## src/rtl/reg_file_sb_if.sv

```systemverilog
// Register-file bus: two read ports with scoreboard busy bits, writeback, issue and clear control.
interface reg_file_sb_if #(
    parameter int unsigned XLEN  = 32,
    parameter int unsigned NREGS = 32
);
    localparam int unsigned AW = $clog2(NREGS);

    logic [AW-1:0]   rd_addr_a;
    logic [AW-1:0]   rd_addr_b;
    logic [XLEN-1:0] rd_data_a;
    logic [XLEN-1:0] rd_data_b;
    logic            busy_a;
    logic            busy_b;
    logic            wr_en;
    logic [AW-1:0]   wr_addr;
    logic [XLEN-1:0] wr_data;
    logic            iss_en;
    logic [AW-1:0]   iss_addr;
    logic            clr_req;
    logic            clr_busy;

    modport master (
        output rd_addr_a, rd_addr_b, wr_en, wr_addr, wr_data, iss_en, iss_addr, clr_req,
        input  rd_data_a, rd_data_b, busy_a, busy_b, clr_busy
    );

    modport slave (
        input  rd_addr_a, rd_addr_b, wr_en, wr_addr, wr_data, iss_en, iss_addr, clr_req,
        output rd_data_a, rd_data_b, busy_a, busy_b, clr_busy
    );
endinterface

```

## src/rtl/reg_file_sb.sv

```systemverilog
// Architectural register file with per-register busy scoreboard and a clear sweep
// that zeroes one entry per cycle.
module reg_file_sb #(
    parameter int unsigned XLEN     = 32,
    parameter int unsigned NREGS    = 32,
    parameter int unsigned ZERO_REG = 1
) (
    input logic         clk,
    input logic         rst,
    reg_file_sb_if.slave bus
);
    localparam int unsigned AW       = $clog2(NREGS);
    localparam bit          HAS_ZERO = (ZERO_REG != 0);

    typedef enum logic {
        ST_IDLE  = 1'b0,
        ST_SWEEP = 1'b1
    } state_t;

    state_t          state_q;
    state_t          state_d;
    logic [AW-1:0]   idx_q;
    logic [XLEN-1:0] regs_q [NREGS];
    logic [NREGS-1:0] busy_q;
    logic [NREGS-1:0] busy_d;

    logic wr_fire_c;
    logic iss_fire_c;
    logic clr_start_c;
    logic sweep_c;
    logic byp_en_c;

    function automatic logic is_zero(input logic [AW-1:0] a);
        return HAS_ZERO && (a == '0);
    endfunction

    // State register
    always_ff @(posedge clk or negedge rst) begin
        if (!rst) state_q <= ST_IDLE;
        else      state_q <= state_d;
    end

    // Next-state logic
    always_comb begin
        state_d = state_q;
        case (state_q)
            ST_IDLE:  if (bus.clr_req) state_d = ST_SWEEP;
            ST_SWEEP: if (idx_q == AW'(NREGS - 1)) state_d = ST_IDLE;
            default:  state_d = ST_IDLE;
        endcase
    end

    // Control decode; clr_req in IDLE drops a coincident write/issue
    always_comb begin
        wr_fire_c    = 1'b0;
        iss_fire_c   = 1'b0;
        clr_start_c  = 1'b0;
        sweep_c      = 1'b0;
        byp_en_c     = 1'b0;
        bus.clr_busy = 1'b0;
        case (state_q)
            ST_IDLE: begin
                clr_start_c = bus.clr_req;
                wr_fire_c   = bus.wr_en  && !bus.clr_req && !is_zero(bus.wr_addr);
                iss_fire_c  = bus.iss_en && !bus.clr_req && !is_zero(bus.iss_addr);
                byp_en_c    = bus.wr_en && !is_zero(bus.wr_addr);
            end
            ST_SWEEP: begin
                sweep_c      = 1'b1;
                bus.clr_busy = 1'b1;
            end
            default: ;
        endcase
    end

    // Busy update; issue applied after writeback so a new producer wins
    always_comb begin
        busy_d = busy_q;
        if (clr_start_c) begin
            busy_d = '0;
        end else begin
            if (wr_fire_c)  busy_d[bus.wr_addr]  = 1'b0;
            if (iss_fire_c) busy_d[bus.iss_addr] = 1'b1;
        end
    end

    always_ff @(posedge clk or negedge rst) begin
        if (!rst) busy_q <= '0;
        else      busy_q <= busy_d;
    end

    always_ff @(posedge clk or negedge rst) begin
        if (!rst)             idx_q <= '0;
        else if (clr_start_c) idx_q <= '0;
        else if (sweep_c)     idx_q <= idx_q + AW'(1);
    end

    always_ff @(posedge clk or negedge rst) begin
        if (!rst) begin
            for (int unsigned i = 0; i < NREGS; i++) regs_q[i] <= '0;
        end else if (sweep_c) begin
            regs_q[idx_q] <= '0;
        end else if (wr_fire_c) begin
            regs_q[bus.wr_addr] <= bus.wr_data;
        end
    end

    // Combinational read ports with same-cycle writeback bypass
    always_comb begin
        bus.rd_data_a = regs_q[bus.rd_addr_a];
        bus.rd_data_b = regs_q[bus.rd_addr_b];
        if (byp_en_c && (bus.wr_addr == bus.rd_addr_a)) bus.rd_data_a = bus.wr_data;
        if (byp_en_c && (bus.wr_addr == bus.rd_addr_b)) bus.rd_data_b = bus.wr_data;
        if (is_zero(bus.rd_addr_a)) bus.rd_data_a = '0;
        if (is_zero(bus.rd_addr_b)) bus.rd_data_b = '0;
        bus.busy_a = busy_q[bus.rd_addr_a];
        bus.busy_b = busy_q[bus.rd_addr_b];
    end
endmodule

```

## src/flat_wrapper.sv

```systemverilog
// flat-port wrapper written by rule: the top's interface ports become plain ports
module reg_file_sb_flat 
#(
    parameter int unsigned XLEN     = 32,
    parameter int unsigned NREGS    = 32,
    parameter int unsigned ZERO_REG = 1
)
  (clk, rst, bus_rd_addr_a, bus_rd_addr_b, bus_wr_en, bus_wr_addr, bus_wr_data, bus_iss_en, bus_iss_addr, bus_clr_req, bus_rd_data_a, bus_rd_data_b, bus_busy_a, bus_busy_b, bus_clr_busy);
  reg_file_sb_if #(.XLEN(XLEN), .NREGS(NREGS)) bus_i ();
  input logic clk;
  input logic rst;
  input wire logic [$bits(bus_i.rd_addr_a)-1:0] bus_rd_addr_a;
  input wire logic [$bits(bus_i.rd_addr_b)-1:0] bus_rd_addr_b;
  input wire logic [$bits(bus_i.wr_en)-1:0] bus_wr_en;
  input wire logic [$bits(bus_i.wr_addr)-1:0] bus_wr_addr;
  input wire logic [$bits(bus_i.wr_data)-1:0] bus_wr_data;
  input wire logic [$bits(bus_i.iss_en)-1:0] bus_iss_en;
  input wire logic [$bits(bus_i.iss_addr)-1:0] bus_iss_addr;
  input wire logic [$bits(bus_i.clr_req)-1:0] bus_clr_req;
  output wire logic [$bits(bus_i.rd_data_a)-1:0] bus_rd_data_a;
  output wire logic [$bits(bus_i.rd_data_b)-1:0] bus_rd_data_b;
  output wire logic [$bits(bus_i.busy_a)-1:0] bus_busy_a;
  output wire logic [$bits(bus_i.busy_b)-1:0] bus_busy_b;
  output wire logic [$bits(bus_i.clr_busy)-1:0] bus_clr_busy;
  assign bus_i.rd_addr_a = bus_rd_addr_a;
  assign bus_i.rd_addr_b = bus_rd_addr_b;
  assign bus_i.wr_en = bus_wr_en;
  assign bus_i.wr_addr = bus_wr_addr;
  assign bus_i.wr_data = bus_wr_data;
  assign bus_i.iss_en = bus_iss_en;
  assign bus_i.iss_addr = bus_iss_addr;
  assign bus_i.clr_req = bus_clr_req;
  assign bus_rd_data_a = bus_i.rd_data_a;
  assign bus_rd_data_b = bus_i.rd_data_b;
  assign bus_busy_a = bus_i.busy_a;
  assign bus_busy_b = bus_i.busy_b;
  assign bus_clr_busy = bus_i.clr_busy;
  reg_file_sb #(.XLEN(XLEN), .NREGS(NREGS), .ZERO_REG(ZERO_REG)) u_core (.clk(clk), .rst(rst), .bus(bus_i));
endmodule
```

## config.mk

```make
export PLATFORM = sky130hd
export DESIGN_NAME = reg_file_sb_flat
export DESIGN_NICKNAME = d
export VERILOG_FILES = /design/src/rtl/reg_file_sb_if.sv /design/src/rtl/reg_file_sb.sv /design/src/flat_wrapper.sv
export SDC_FILE = /design/constraint.sdc
export NUM_CORES = 2
export LEC_CHECK = 0
export BUFFER_PORTS_ARGS = -buffer_cell sky130_fd_sc_hd__clkbuf_2
export CAP_MARGIN = 20
export CORE_ASPECT_RATIO = 1.5
export CORE_MARGIN = 2
export CORE_UTILIZATION = 43
export DETAILED_ROUTE_END_ITERATION = 8
export PLACE_DENSITY = 0.69
export SLEW_MARGIN = 10
export SYNTH_ARGS = -nofsm -noshare
export SYNTH_HDL_FRONTEND = slang
export SYNTH_SLANG_ARGS = --single-unit
```

## constraint.sdc

```tcl
create_clock -name clk -period 2.5 [get_ports clk]
set_input_delay 0.375 -clock clk [delete_from_list [all_inputs] [get_ports clk]]
set_output_delay 0.375 -clock clk [all_outputs]
set_load 0.01 [all_outputs]
```

==> flow_metrics.tcl <==
set metrics [dict create \
    cp-end-kind "output port" \
    worst_hold_path.endpoint "u_core.regs_q[610]" \
    synth-async-reset-ratio_pct 100 \
    non_filler_instances 7889 \
    grt_antenna_before_repair 11 \
    highest-signal-layer "met5" \
    detail_route.iter0.violations 8588 \
    areaGrowthSynthToFinish_pct 22.9 \
    finish.instance_area_mm2 0.0728 \
    clock_tree.htree_level_count 3 \
    grt_pass1_vias 55600 \
    sw_frac_of_total_pct 32.4 \
    critical_path_start "u_core.regs_q[0]" \
    maxCapViolations 0 \
    wl_met2_um 116000 \
    postSynthCellCount 5711 \
    place.detailed.hpwl_um 166000 \
    die_x_um 307 \
    skew_ns 0.0355 \
    min_path_type "input pin to flop" \
    final_nets 6091 \
    remaining_drc_errors 0 \
    pwr-share-clk_pct 33.8 \
    final_antenna_net_count 0 \
    floorplan.core_area_mm2 0.136 \
    gr-total-overflow 0 \
    postSynthRegisterBits 1062 \
    failed_checks "negative setup slack" \
    worst_slack_ns -0.513 \
    clock_tree.buffer_depth 3 \
    detailroute.via_count 55700 \
    internal-power_mw 33.7 \
    yosys_most_used_dff "sky130_fd_sc_hd__dfrtp_1" \
    fp-row-count 166 \
    power_leakage_nw 33.7 \
    worst_ep_required_time_ns 2.12 \
    top_level_ports 124 \
    cts_sinks 1062 \
    fmax_mhz 332 \
    synth_enable_flop_cells 0 \
    sequential_share_of_power_pct 42.2 \
    total_switching_power_mw 16.2 \
    worst_skew_pair.late_latency_ns 0.78 \
    yosys_warnings 0 \
    rr_worst_depth 7 \
    fp.dieArea_mm2 0.141 \
    powerDensity_mw_per_mm2 685 \
    dieHeight_um 458 \
    post_dp_area_mm2 0.0669 \
    placed_cells_incl_taps 7598 \
    post_route_cells_drive_above_1_share_pct 26.7 \
    grt_max_degree 136 \
    drt-vias-per-instance 7.06 \
    clkSlewWorstSetupHoldPaths_ns 0.07 \
    setup-tns-final_ns -23.40 \
    wl_met1_um 86300 \
    wl_met3_um 34700 \
    fraction_of_the_cycle_the_final_worst_path_needs_pct 121 \
    worst_hold_path_startpoint "bus_wr_data[2]" \
    final_cell_mix "1,062 x sky130_fd_sc_hd__dfrtp_1, 1,005 x sky130_fd_sc_hd__nand2_1, 530 x sky130_fd_sc_hd__buf_4" \
    design_power_total_mw 49.8 \
    syn_area_mm2 0.0592 \
    critical_path.reg2reg.startpoint "u_core.state_q" \
    timing.critical_path.from_type "flop" \
    syn_nets 5773 \
    postRouteWirelength_um 265000 \
    most_frequent_standard_cell_in_the_layout_excluding_fill_and_tap_cells "sky130_fd_sc_hd__dfrtp_1" \
    initial_core_util_pct 43.4 \
    detail_route.wl_per_cell_um 33.6 \
    synth_cell_types 64 \
    worst_r2r_endpoint "u_core.regs_q[776]" \
    outcome "complete, but fails checks" \
    cts_root_buf "sky130_fd_sc_hd__clkbuf_16" \
    globalplace.congestion 0.963 \
    crit_path_max_fanout 2 \
    dpl_worst_slack_ns -0.734 \
    regToRegSetupSlack_ns 0.09 \
    worstHoldPathCells 2 \
    timing.final.crit_period_ns 3.01 \
    comb_power_share_pct 24.0 \
    crit_type "flop to output port" \
    rsz_0062_raised_after_global_routing "true" \
    fraction_of_the_yosys_area_taken_by_sequential_cells_pct 44.9 \
    globalRouteTotalUtil_pct 37.2 \
    timing.final.hold_violations 0 \
    worst_pin_slew_ns 0.797 \
    cp_data_arrival_time_ns 2.64 \
    setup_viol 66 \
    grt_pass1_wl_um 383000 \
    num-fill-cells 11400 \
    numPortBuffers 123 \
    power.ir.vdd_worst_v 0.000621 \
    number_of_buffers_created_by_cts 103 \
    tritoncts "built" \
    synth_area_per_cell_um2 10.4 \
    slew_headroom_pct 46.9 \
    drt-pass1-iter-count 7 \
    report.final.slew_viol_count 0 \
]
## per-layer routing
layer / track usage, % / vias to the layer above
li1: - / 21700
met1: 42.1 / 27400
met2: 55.5 / 4934
met3: 13.4 / 1663
met4: 32.6 / 6
met5: 0.243 / -
## critical path, cell delays in order, from the launching register on
cell	delay [ns]
sky130_fd_sc_hd__dfrtp_1	0.39
sky130_fd_sc_hd__mux4_2	0.46
sky130_fd_sc_hd__o211ai_1	0.38
sky130_fd_sc_hd__nor2_2	0.16
sky130_fd_sc_hd__o311a_1	0.34
sky130_fd_sc_hd__clkbuf_2	0.14
## cells in the mapped netlist, types with 27 or more instances
master | n | area, um2
sky130_fd_sc_hd__dfrtp_1 | 1062 | 26600
sky130_fd_sc_hd__nand2_1 | 1013 | 3800
sky130_fd_sc_hd__mux2i_1 | 540 | 5410
sky130_fd_sc_hd__a22o_1 | 511 | 4480
sky130_fd_sc_hd__clkbuf_1 | 399 | 1500
sky130_fd_sc_hd__nand3_1 | 301 | 1510
sky130_fd_sc_hd__o21ai_0 | 229 | 1150
sky130_fd_sc_hd__mux4_2 | 217 | 4890
sky130_fd_sc_hd__a22oi_1 | 201 | 1510
sky130_fd_sc_hd__buf_2 | 151 | 756
sky130_fd_sc_hd__a21oi_1 | 150 | 751
sky130_fd_sc_hd__mux2_2 | 132 | 1490
sky130_fd_sc_hd__nor2_1 | 122 | 458
sky130_fd_sc_hd__o22ai_1 | 65 | 407
sky130_fd_sc_hd__o2bb2ai_1 | 64 | 561
sky130_fd_sc_hd__o211ai_1 | 62 | 465
sky130_fd_sc_hd__buf_1 | 60 | 225
sky130_fd_sc_hd__nor3_1 | 47 | 235
sky130_fd_sc_hd__buf_4 | 42 | 315
sky130_fd_sc_hd__o31ai_1 | 35 | 263
sky130_fd_sc_hd__or3_1 | 35 | 219
sky130_fd_sc_hd__and2_1 | 34 | 213
sky130_fd_sc_hd__a221oi_1 | 31 | 272
sky130_fd_sc_hd__a2bb2oi_1 | 31 | 272
sky130_fd_sc_hd__o311a_1 | 31 | 310
sky130_fd_sc_hd__nor2b_1 | 27 | 169
## metrics by stage
step	utilization, %	hold slack [ns]
after global routing	53.3	0.0101
final	53.3	0.0147
after global placement	49.0	0.297
after detailed placement	49.0	0.297
after CTS	52.8	0.00426
after floorplan	-	0.0794
## cell type report
type	count	area, um2	share of cell area (%)
antenna	16	40.0	0.0550
multi-input combinational	3988	31400	43.2
clock buffer	138	2850	3.92
timing repair buffer	867	9010	12.4
tap	1764	2210	3.03
inverter	7	26.3	0.0361
clock inverter	47	638	0.877
sequential	1062	26600	36.5
## cell families (layout without fill, tap and decap cells)
kind of cell	after synthesis	in the layout	share of synthesized area (%)
mux	889	889	19.9
fa+ha+maj	5	5	0.106
other cells	0	16	0
compound gates	1431	1431	17.9
flops	1062	1062	44.9
xor+xnor	12	12	0.178
simple gates	1651	1651	12.2
buf+inv	661	1059	4.80
## worst max-delay path by stage
stage,endpoint,slack (ns),cells after the start
3_3_place_gp,bus_rd_data_a[10],-0.76,10
5_1_grt,bus_rd_data_b[0],-0.54,5
6_report,bus_rd_data_b[0],-0.51,5
3_5_place_dp,bus_rd_data_a[10],-0.73,10
2_1_floorplan,bus_rd_data_b[10],0.08,7
4_1_cts,bus_rd_data_b[0],-0.49,5
## power by group through the flow
stage,clock network (mW),logic [mW],registers (mW)
floorplan,0,6.21,20.6
global placement,0,10.5,21.1
detailed placement,0,10.7,21.2
CTS,16.8,11.3,20.9
global route,17.5,12.5,21.2
finish,16.8,12.0,21.0
## sequential cells by signal, indices dropped and copies added, names as in the netlist
signal / cells
u_core.state_q: 1
u_core.regs_q: 1024
u_core.busy_q: 32
u_core.idx_q: 5
## timing repair
action	CTS	global route
resized for setup	238	115
pin swaps	116	72
setup buffers	83	27
gates cloned	4	1
setup endpoints to repair	66	66
hold endpoints to repair	165	0
hold buffers	8	0
Note: power is estimated with default switching activity, not from simulation.
